--- config.mk ---
export PLATFORM = sky130hd
export DESIGN_NAME = pipe_ctrl
export DESIGN_NICKNAME = d
export VERILOG_FILES = /design/src/rtl/pipe_ctrl.sv
export SDC_FILE = /design/constraint.sdc
export NUM_CORES = 1
export LEC_CHECK = 0
export CAP_MARGIN = 0
export CORE_MARGIN = 2
export CORE_UTILIZATION = 49
export DETAILED_ROUTE_END_ITERATION = 6
export GPL_ROUTABILITY_DRIVEN = 0
export GPL_TIMING_DRIVEN = 0
export PLACE_DENSITY_LB_ADDON = 0.08
export SLEW_MARGIN = 30
export SYNTH_ARGS = -nofsm -noshare
export SYNTH_HDL_FRONTEND = slang
export SYNTH_SLANG_ARGS = --single-unit
export TNS_END_PERCENT = 1
--- constraint.sdc ---
create_clock -name clock -period 4.8 [get_ports clock]
set_input_delay 0.48 -clock clock [delete_from_list [all_inputs] [get_ports clock]]
set_output_delay 0.48 -clock clock [all_outputs]
set_load 0.005 [all_outputs]
--- src/rtl/pipe_ctrl.sv ---
// Y86-64 pipeline control unit. It detects hazards, drives the stall and
// bubble signals for the pipeline registers, and owns the condition codes,
// the sticky halt flag and the cycle/stall performance counters.
module pipe_ctrl #(
    parameter int unsigned CNT_W = 32,
    parameter logic [3:0]  RNONE = 4'hF
) (
    input  logic             clock,
    input  logic             reset,
    input  logic [3:0]       D_icode,
    input  logic [3:0]       d_srcA,
    input  logic [3:0]       d_srcB,
    input  logic [3:0]       E_icode,
    input  logic [3:0]       E_dstM,
    input  logic             e_Cnd,
    input  logic             set_cc,
    input  logic [2:0]       new_cc,
    input  logic [3:0]       M_icode,
    input  logic [2:0]       m_stat,
    input  logic [2:0]       W_stat,
    output logic [2:0]       cc,
    output logic             F_stall,
    output logic             D_stall,
    output logic             D_bubble,
    output logic             E_bubble,
    output logic             M_bubble,
    output logic             W_stall,
    output logic             halted,
    output logic [CNT_W-1:0] cycle_cnt,
    output logic [CNT_W-1:0] stall_cnt
);

    localparam logic [3:0] I_OPQ   = 4'h6;
    localparam logic [3:0] I_MRMOV = 4'h5;
    localparam logic [3:0] I_JXX   = 4'h7;
    localparam logic [3:0] I_RET   = 4'h9;
    localparam logic [3:0] I_POP   = 4'hB;

    localparam logic [2:0] S_HLT = 3'd2;
    localparam logic [2:0] S_ADR = 3'd3;
    localparam logic [2:0] S_INS = 3'd4;

    localparam logic [2:0]       CC_RESET = 3'b100;
    localparam logic [CNT_W-1:0] CNT_ONE  = {{(CNT_W-1){1'b0}}, 1'b1};

    logic             loaduse;
    logic             mispred;
    logic             ret_any;
    logic             m_exc;
    logic             w_exc;

    logic [2:0]       cc_q, cc_d;
    logic             halted_q, halted_d;
    logic [CNT_W-1:0] cycle_cnt_q, cycle_cnt_d;
    logic [CNT_W-1:0] stall_cnt_q, stall_cnt_d;

    // Hazard detection from the current stage contents.
    always_comb begin
        loaduse = ((E_icode == I_MRMOV) || (E_icode == I_POP)) &&
                  (E_dstM != RNONE) &&
                  ((E_dstM == d_srcA) || (E_dstM == d_srcB));
        mispred = (E_icode == I_JXX) && !e_Cnd;
        ret_any = (D_icode == I_RET) || (E_icode == I_RET) || (M_icode == I_RET);
        m_exc   = (m_stat == S_HLT) || (m_stat == S_ADR) || (m_stat == S_INS);
        w_exc   = (W_stat == S_HLT) || (W_stat == S_ADR) || (W_stat == S_INS);
    end

    // Pipeline-register controls; reset flushes E/M, halt freezes everything.
    always_comb begin
        F_stall  = 1'b0;
        D_stall  = 1'b0;
        D_bubble = 1'b0;
        E_bubble = 1'b0;
        M_bubble = 1'b0;
        W_stall  = 1'b0;
        if (reset) begin
            E_bubble = 1'b1;
            M_bubble = 1'b1;
        end else if (halted_q) begin
            F_stall  = 1'b1;
            D_stall  = 1'b1;
            E_bubble = 1'b1;
            M_bubble = 1'b1;
            W_stall  = 1'b1;
        end else begin
            // A load/use stall keeps the ret instruction in decode, so it
            // must not also be replaced by a bubble.
            F_stall  = loaduse || ret_any;
            D_stall  = loaduse;
            D_bubble = mispred || (ret_any && !loaduse);
            E_bubble = mispred || loaduse;
            M_bubble = m_exc || w_exc;
            W_stall  = w_exc;
        end
    end

    // Next state for condition codes, halt flag and counters.
    always_comb begin
        cc_d        = cc_q;
        halted_d    = halted_q;
        cycle_cnt_d = cycle_cnt_q;
        stall_cnt_d = stall_cnt_q;
        if (!halted_q) begin
            // An exception further down the pipe squashes the CC update.
            if (set_cc && (E_icode == I_OPQ) && !m_exc && !w_exc) begin
                cc_d = new_cc;
            end
            if (w_exc) begin
                // The edge that enters the halted state is not counted.
                halted_d = 1'b1;
            end else begin
                cycle_cnt_d = cycle_cnt_q + CNT_ONE;
                if (loaduse || ret_any) begin
                    stall_cnt_d = stall_cnt_q + CNT_ONE;
                end
            end
        end
    end

    // State registers with asynchronous reset.
    always_ff @(posedge clock or posedge reset) begin
        if (reset) begin
            cc_q        <= CC_RESET;
            halted_q    <= 1'b0;
            cycle_cnt_q <= '0;
            stall_cnt_q <= '0;
        end else begin
            cc_q        <= cc_d;
            halted_q    <= halted_d;
            cycle_cnt_q <= cycle_cnt_d;
            stall_cnt_q <= stall_cnt_d;
        end
    end

    assign cc        = cc_q;
    assign halted    = halted_q;
    assign cycle_cnt = cycle_cnt_q;
    assign stall_cnt = stall_cnt_q;

endmodule
==> flow_metrics.env, run 1 <==
export IMPL_status="finished clean"
export IMPL_synthCells=292
export IMPL_post_dp_cell_area_mm2=0.00452
export IMPL_min_path_type="register to register"
export IMPL_wl_per_cell_um=15.3
export IMPL_required_ps=4320
export IMPL_switching_share_pct=23.6
export IMPL_antenna_found_initial=0
export IMPL_cts_made_buffers=9
export IMPL_grt_max_degree=48
export IMPL_worst_pin_slew_ps=661
export IMPL_die_width_um=86.0
export IMPL_synth_cell_types=39
export IMPL_worst_setup_path_start_kind="input port"
export IMPL_fin_cells=495
export IMPL_maxUsedRoutingLayer="met4"
export IMPL_rsz0062_at_grt="false"
export IMPL_drt_iter0_drc=96
export IMPL_hpwl_mm=5.51
export IMPL_htree_levels=3
export IMPL_syn_area_mm2=0.00329
export IMPL_final_cell_area_mm2=0.00470
export IMPL_viasPerCell=5.27
export IMPL_dp_cells=480
export IMPL_rows=29
export IMPL_synthTopCellsByArea="dfrtp_1 51%, xnor2_1 15%, nand3_1 4.4%"
export IMPL_cell_internal_pwr_mw=0.918
export IMPL_die_area_mm2=0.00740
export IMPL_layout_drive_gt1_share_pct=10.0
export IMPL_slew_headroom_pct=55.6
export IMPL_drc=0
export IMPL_final_period_utilization_pct=59.0
export IMPL_combPwrFrac_pct=11.6
export IMPL_total_power_mw=1.20
export IMPL_wl_met3_um=363
export IMPL_worst_hold_slack_ps=474
export IMPL_insertion_delay_ps=340
export IMPL_grt_usage_pct=22.2
export IMPL_cts_resized=0
export IMPL_power_leakage_nw=1.96
export IMPL_synthesis_nets=331
export IMPL_final_antenna_net_count=0
export IMPL_grt_pass1_wl_mm=12.8
export IMPL_wl_met2_mm=3.70
export IMPL_wl_met1_mm=3.35
export IMPL_power_density_mw_per_mm2=256
export IMPL_cts_tree="yes"
export IMPL_ctsHoldBuffers=0
export IMPL_hold_viol_final=0
export IMPL_num_vias=2608
export IMPL_pin_count=111
export IMPL_max_freq_mhz=353
export IMPL_critical_path_max_fanout=4
export IMPL_portBuffers=110
export IMPL_p_switching_mw=0.284
export IMPL_cts_root_buf="clkbuf_8"
export IMPL_critPathKind="input port to output pin"
export IMPL_insertedDiodeCount=0
export IMPL_max_cap_viol_count=0
export IMPL_finalWirelength_mm=7.55
export IMPL_core_area_mm2=0.00642
export IMPL_endpoint_kind="output pin"
export IMPL_power_frac_clock_pct=37.0
export IMPL_clockBufferDepth=2
export IMPL_synth_area_leader_cell="dfrtp_1"
export IMPL_first_pass_iters=5
export IMPL_initial_core_util_pct=51.3
export IMPL_synth_ff_latch_count=68
export IMPL_tns_ps=0
export IMPL_cts_sinks=68
export IMPL_layout_area_overhead_vs_synth_pct=42.8
export IMPL_synth_top_area_share_pct=50.9
export IMPL_synth_avg_cell_area_um2=11.3
export IMPL_nNetsFinal=453
export IMPL_pwr_share_seq_pct=51.4
export IMPL_setup_viol=0
export IMPL_post_cts_buffers=0
export IMPL_synth_warnings=0
export IMPL_gr_total_overflow=0
export IMPL_period_needed_ps=2830
export IMPL_die_h_um=86.0
export IMPL_final_common_cell="clkdlybuf4s50_1"
export IMPL_fin_skew_ps=15.9
export IMPL_arrival_ps=2350
export IMPL_peakVddDrop_uv=212
export IMPL_ys_seq_area_share_pct=51.7
export IMPL_grt_pass1_vias=2655
export IMPL_clk_pin_slew_ps=80
export IMPL_drv_slew=0
export IMPL_mostFrequentLayoutCells="110 x clkdlybuf4s50_1, 67 x dfrtp_1, 57 x xnor2_1"
[power groups by stage]
stage | sequential, mW | combinational (mW) | clock (mW)
final | 0.618 | 0.139 | 0.445
after global routing | 0.622 | 0.155 | 0.490
after CTS | 0.618 | 0.142 | 0.455
after detailed placement | 0.629 | 0.141 | 0
after global placement | 0.629 | 0.135 | 0
after floorplan | 0.627 | 0.0459 | 0
[per-stage QoR]
step | util, % | setup slack (ps)
6_report | 73.2 | 1970
5_1_grt | 73.2 | 1830
4_1_cts | 73.2 | 1940
3_5_place_dp | 70.4 | 1980
3_3_place_gp | 69.9 | 563
2_1_floorplan | - | 2190
[path summary, 6_finish.rpt]
path / startpoint / to / slack, ps / cells after the start
max reg2reg: stall_cnt[6] / stall_cnt[30] / 2870 / 5
max in group asynchronous: reset / stall_cnt[29] / 3660 / 3
min: cycle_cnt[31] / cycle_cnt[31] / 470 / 1
min in group asynchronous: reset / cycle_cnt[5] / 600 / 2
min reg2reg: cycle_cnt[31] / cycle_cnt[31] / 470 / 1
max: E_dstM[2] / F_stall / 1970 / 7
[flip-flops by register name, indices dropped and copies added, names as in the netlist]
signal and count:
stall_cnt 32, halted 1, cycle_cnt 32, cc 3
[synthesized netlist by cell type]
library cell / number
nand2_1: 20
nor4_2: 2
nand2b_4: 3
nand3b_1: 1
a21oi_1: 1
nor2b_1: 1
nor3_2: 1
nand4_1: 23
xnor2_1: 57
dfrtp_1: 67
nor2_2: 2
and2_1: 1
mux2i_1: 1
nor4bb_1: 3
and3_1: 3
nor4_4: 1
buf_4: 1
ha_1: 2
buf_2: 3
nor3b_1: 4
and3_2: 2
o211ai_1: 1
xor2_1: 13
o21a_1: 2
and4_1: 5
nand4_4: 1
inv_1: 5
and4_4: 3
and3b_1: 1
or4_1: 1
or3_1: 1
nor2_1: 14
nor3_1: 9
nand3_1: 29
nor2b_2: 1
mux2_2: 4
o21ai_1: 1
a21oi_2: 1
dfstp_2: 1
[routing by layer]
metal	track usage, %	up-vias
met5	0	-
met4	8.80	0
met3	6.06	12
met2	34.9	68
met1	29.1	1253
li1	-	1275
[area by class of cell]
| cell class | count | area (um2) |
|---|---|---|
| plain buffers | 4 | 22.5 |
| clock buffers | 10 | 128 |
| clock inverters | 5 | 53.8 |
| fillers | 514 | 1720 |
| inverters | 5 | 21.3 |
| multi-input cells | 215 | 1550 |
| flip-flops and latches | 68 | 1700 |
| well taps | 77 | 96.3 |
| repair buffers | 111 | 1130 |
[worst max-delay path, stage by stage]
cell             delay, ps
clkdlybuf4s50_1        540
xnor2_1                140
nand4_1                150
a21oi_2                260
nor2_1                 100
a21oi_1                150
clkdlybuf4s50_1        540
[cell families (layout without fill, tap and decap cells)]
kind of cell	count (synthesis)	in the layout	synth area share [%]
AND/OR/NAND/NOR	132	132	24.8
XOR/XNOR	70	70	18.6
flip-flops	68	68	51.7
buffers and inverters	9	135	1.25
AO/OA/AOI/OAI	6	6	1.25
multiplexers	5	5	1.67
adder cells (fa/ha/maj)	2	2	0.759
(Power assumes the default switching activity.)
==> run 2: changes to the inputs <==
Settings changed: CORE_UTILIZATION 49 to 46.
Clock period 4.8 ns to 2.8 ns, I/O delays scaled along.
==> run 2 against run 1 <==
Via count grew 0.35%. Clock power grew 110%. Core utilization shrank 3.7 points. Routed wire length shrank 3.6%. Sequential cell count is the same. Clock skew shrank 6.3 ps. Non-clock buffer count is the same. Sequential power grew 72%. Die area grew 6.2%. Critical path type unchanged. Critical endpoint unchanged. Largest power group unchanged.
==> flow_metrics.env, run 2 (same netlist as run 1, synthesis figures left out) <==
export IMPL_required_ps=2520
export IMPL_mostFrequentLayoutCells="110 x clkdlybuf4s50_1, 67 x dfrtp_1, 57 x xnor2_1"
export IMPL_insertion_delay_ps=340
export IMPL_ctsHoldBuffers=0
export IMPL_max_freq_mhz=418
export IMPL_gr_total_overflow=0
export IMPL_critPathKind="input port to output pin"
export IMPL_worst_pin_slew_ps=653
export IMPL_final_common_cell="clkdlybuf4s50_1"
export IMPL_multi_input_area_mm2=0.00155
export IMPL_grt_usage_pct=19.7
export IMPL_die_area_mm2=0.00785
export IMPL_setup_ws_ps=406
export IMPL_fin_skew_ps=9.58
export IMPL_post_cts_buffers=0
export IMPL_tns_ps=0
export IMPL_drt_iter0_drc=102
export IMPL_htree_levels=3
export IMPL_critical_path_max_fanout=4
export IMPL_final_antenna_net_count=0
export IMPL_endpoint_kind="output pin"
export IMPL_clk_pin_slew_ps=70
export IMPL_cts_sinks=68
export IMPL_status="finished clean"
export IMPL_hpwl_mm=5.38
export IMPL_finalWirelength_mm=7.28
export IMPL_wl_per_cell_um=14.1
export IMPL_grt_pass1_vias=2616
export IMPL_portBuffers=110
export IMPL_cts_root_buf="clkbuf_8"
export IMPL_nFillCells=552
export IMPL_viasPerCell=5.08
export IMPL_layout_area_overhead_vs_synth_pct=44.9
export IMPL_drc=0
export IMPL_die_width_um=88.6
export IMPL_place_ws_ps=385
export IMPL_setup_viol=0
export IMPL_period_needed_ps=2390
export IMPL_arrival_ps=2110
export IMPL_power_density_mw_per_mm2=466
export IMPL_power_leakage_nw=1.98
export IMPL_grt_pass1_wl_mm=12.0
export IMPL_die_h_um=88.6
export IMPL_clockBufferDepth=2
export IMPL_peakVddDrop_uv=320
export IMPL_drv_slew=0
export IMPL_cts_resized=0
export IMPL_cts_made_buffers=9
export IMPL_pin_count=111
export IMPL_cts_tree="yes"
export IMPL_crit_start="E_icode[2]"
export IMPL_final_period_utilization_pct=85.5
export IMPL_grt_max_degree=37
export IMPL_layout_drive_gt1_share_pct=10.5
export IMPL_first_pass_iters=4
export IMPL_fin_cells=515
export IMPL_slew_headroom_pct=56.1
export IMPL_crit_reg2reg_launch="stall_cnt[6]"
export IMPL_dp_cells=499
export IMPL_nNetsFinal=453
export IMPL_rows=30
export IMPL_hold_viol_final=0
export IMPL_insertedDiodeCount=0
export IMPL_core_area_mm2=0.00687
export IMPL_antenna_found_initial=0
export IMPL_seq_area_mm2=0.00170
export IMPL_max_cap_viol_count=0
export IMPL_worst_setup_path_start_kind="input port"
export IMPL_rsz0062_at_grt="false"
export IMPL_min_path_type="input port to asynchronous set/reset pin"
export IMPL_initial_core_util_pct=48.0
export IMPL_num_vias=2617
export IMPL_final_util_pct=69.5
export IMPL_worst_hold_slack_ps=450
-- run 2: cell types whose count changed in the layout (fill, tap and decap cells not counted), sizes merged --
cell and change:
bufinv +1, clkbuf +1, clkinv -3, clkinvlp +2
-- run 2: through the flow --
step	power [mW]	instance area [um2]
after floorplan	1.15	3290
after global placement	1.31	4520
after detailed placement	1.32	4540
after CTS	2.25	4770
after global routing	2.32	4770
final	2.23	4770
-- run 2: layout make-up --
type / count / share of cell area [%]
Buffer: 4 / 0.472
Clock buffer: 11 / 3.17
Tap cell: 96 / 2.52
Sequential cell: 68 / 35.7
Timing Repair Buffer: 111 / 23.5
Inverter: 5 / 0.446
Clock inverter: 5 / 1.76
Multi-Input combinational cell: 215 / 32.5
-- run 2: worst paths after layout --
| check | endpoint | cells after the start | slack (ps) |
|---|---|---|---|
| hold reg to reg | cycle_cnt[31] | 1 | 470 |
| min in group clock | cycle_cnt[31] | 1 | 470 |
| hold / removal | stall_cnt[22] | 2 | 450 |
| setup / recovery | F_stall | 7 | 410 |
| max in group asynchronous | stall_cnt[16] | 3 | 1820 |
| setup reg to reg | stall_cnt[31] | 5 | 840 |
-- run 2: worst max-delay path, cell delays in order --
cell and delay (ps):
clkdlybuf4s50_1 500, nor3b_1 220, o211ai_1 130, a21oi_2 200, nor2_1 90, a21oi_1 150, clkdlybuf4s50_1 540
-- run 2: where the power goes --
part           switching, mW  leakage [nW]  total [mW]  internal (mW)
clock network          0.382         0.112       0.933          0.552
registers             0.0430         0.922        1.06           1.02
logic                 0.0822         0.942       0.233          0.151
total                  0.507          1.98        2.23           1.72
-- run 2: layer usage --
layer / wire length, um / track usage (%) / up-vias
met5: 0 / 0 / -
met4: 124 / 9.37 / 0
met3: 442 / 4.76 / 9
met2: 3470 / 31.3 / 94
met1: 3250 / 25.5 / 1244
li1: - / - / 1270
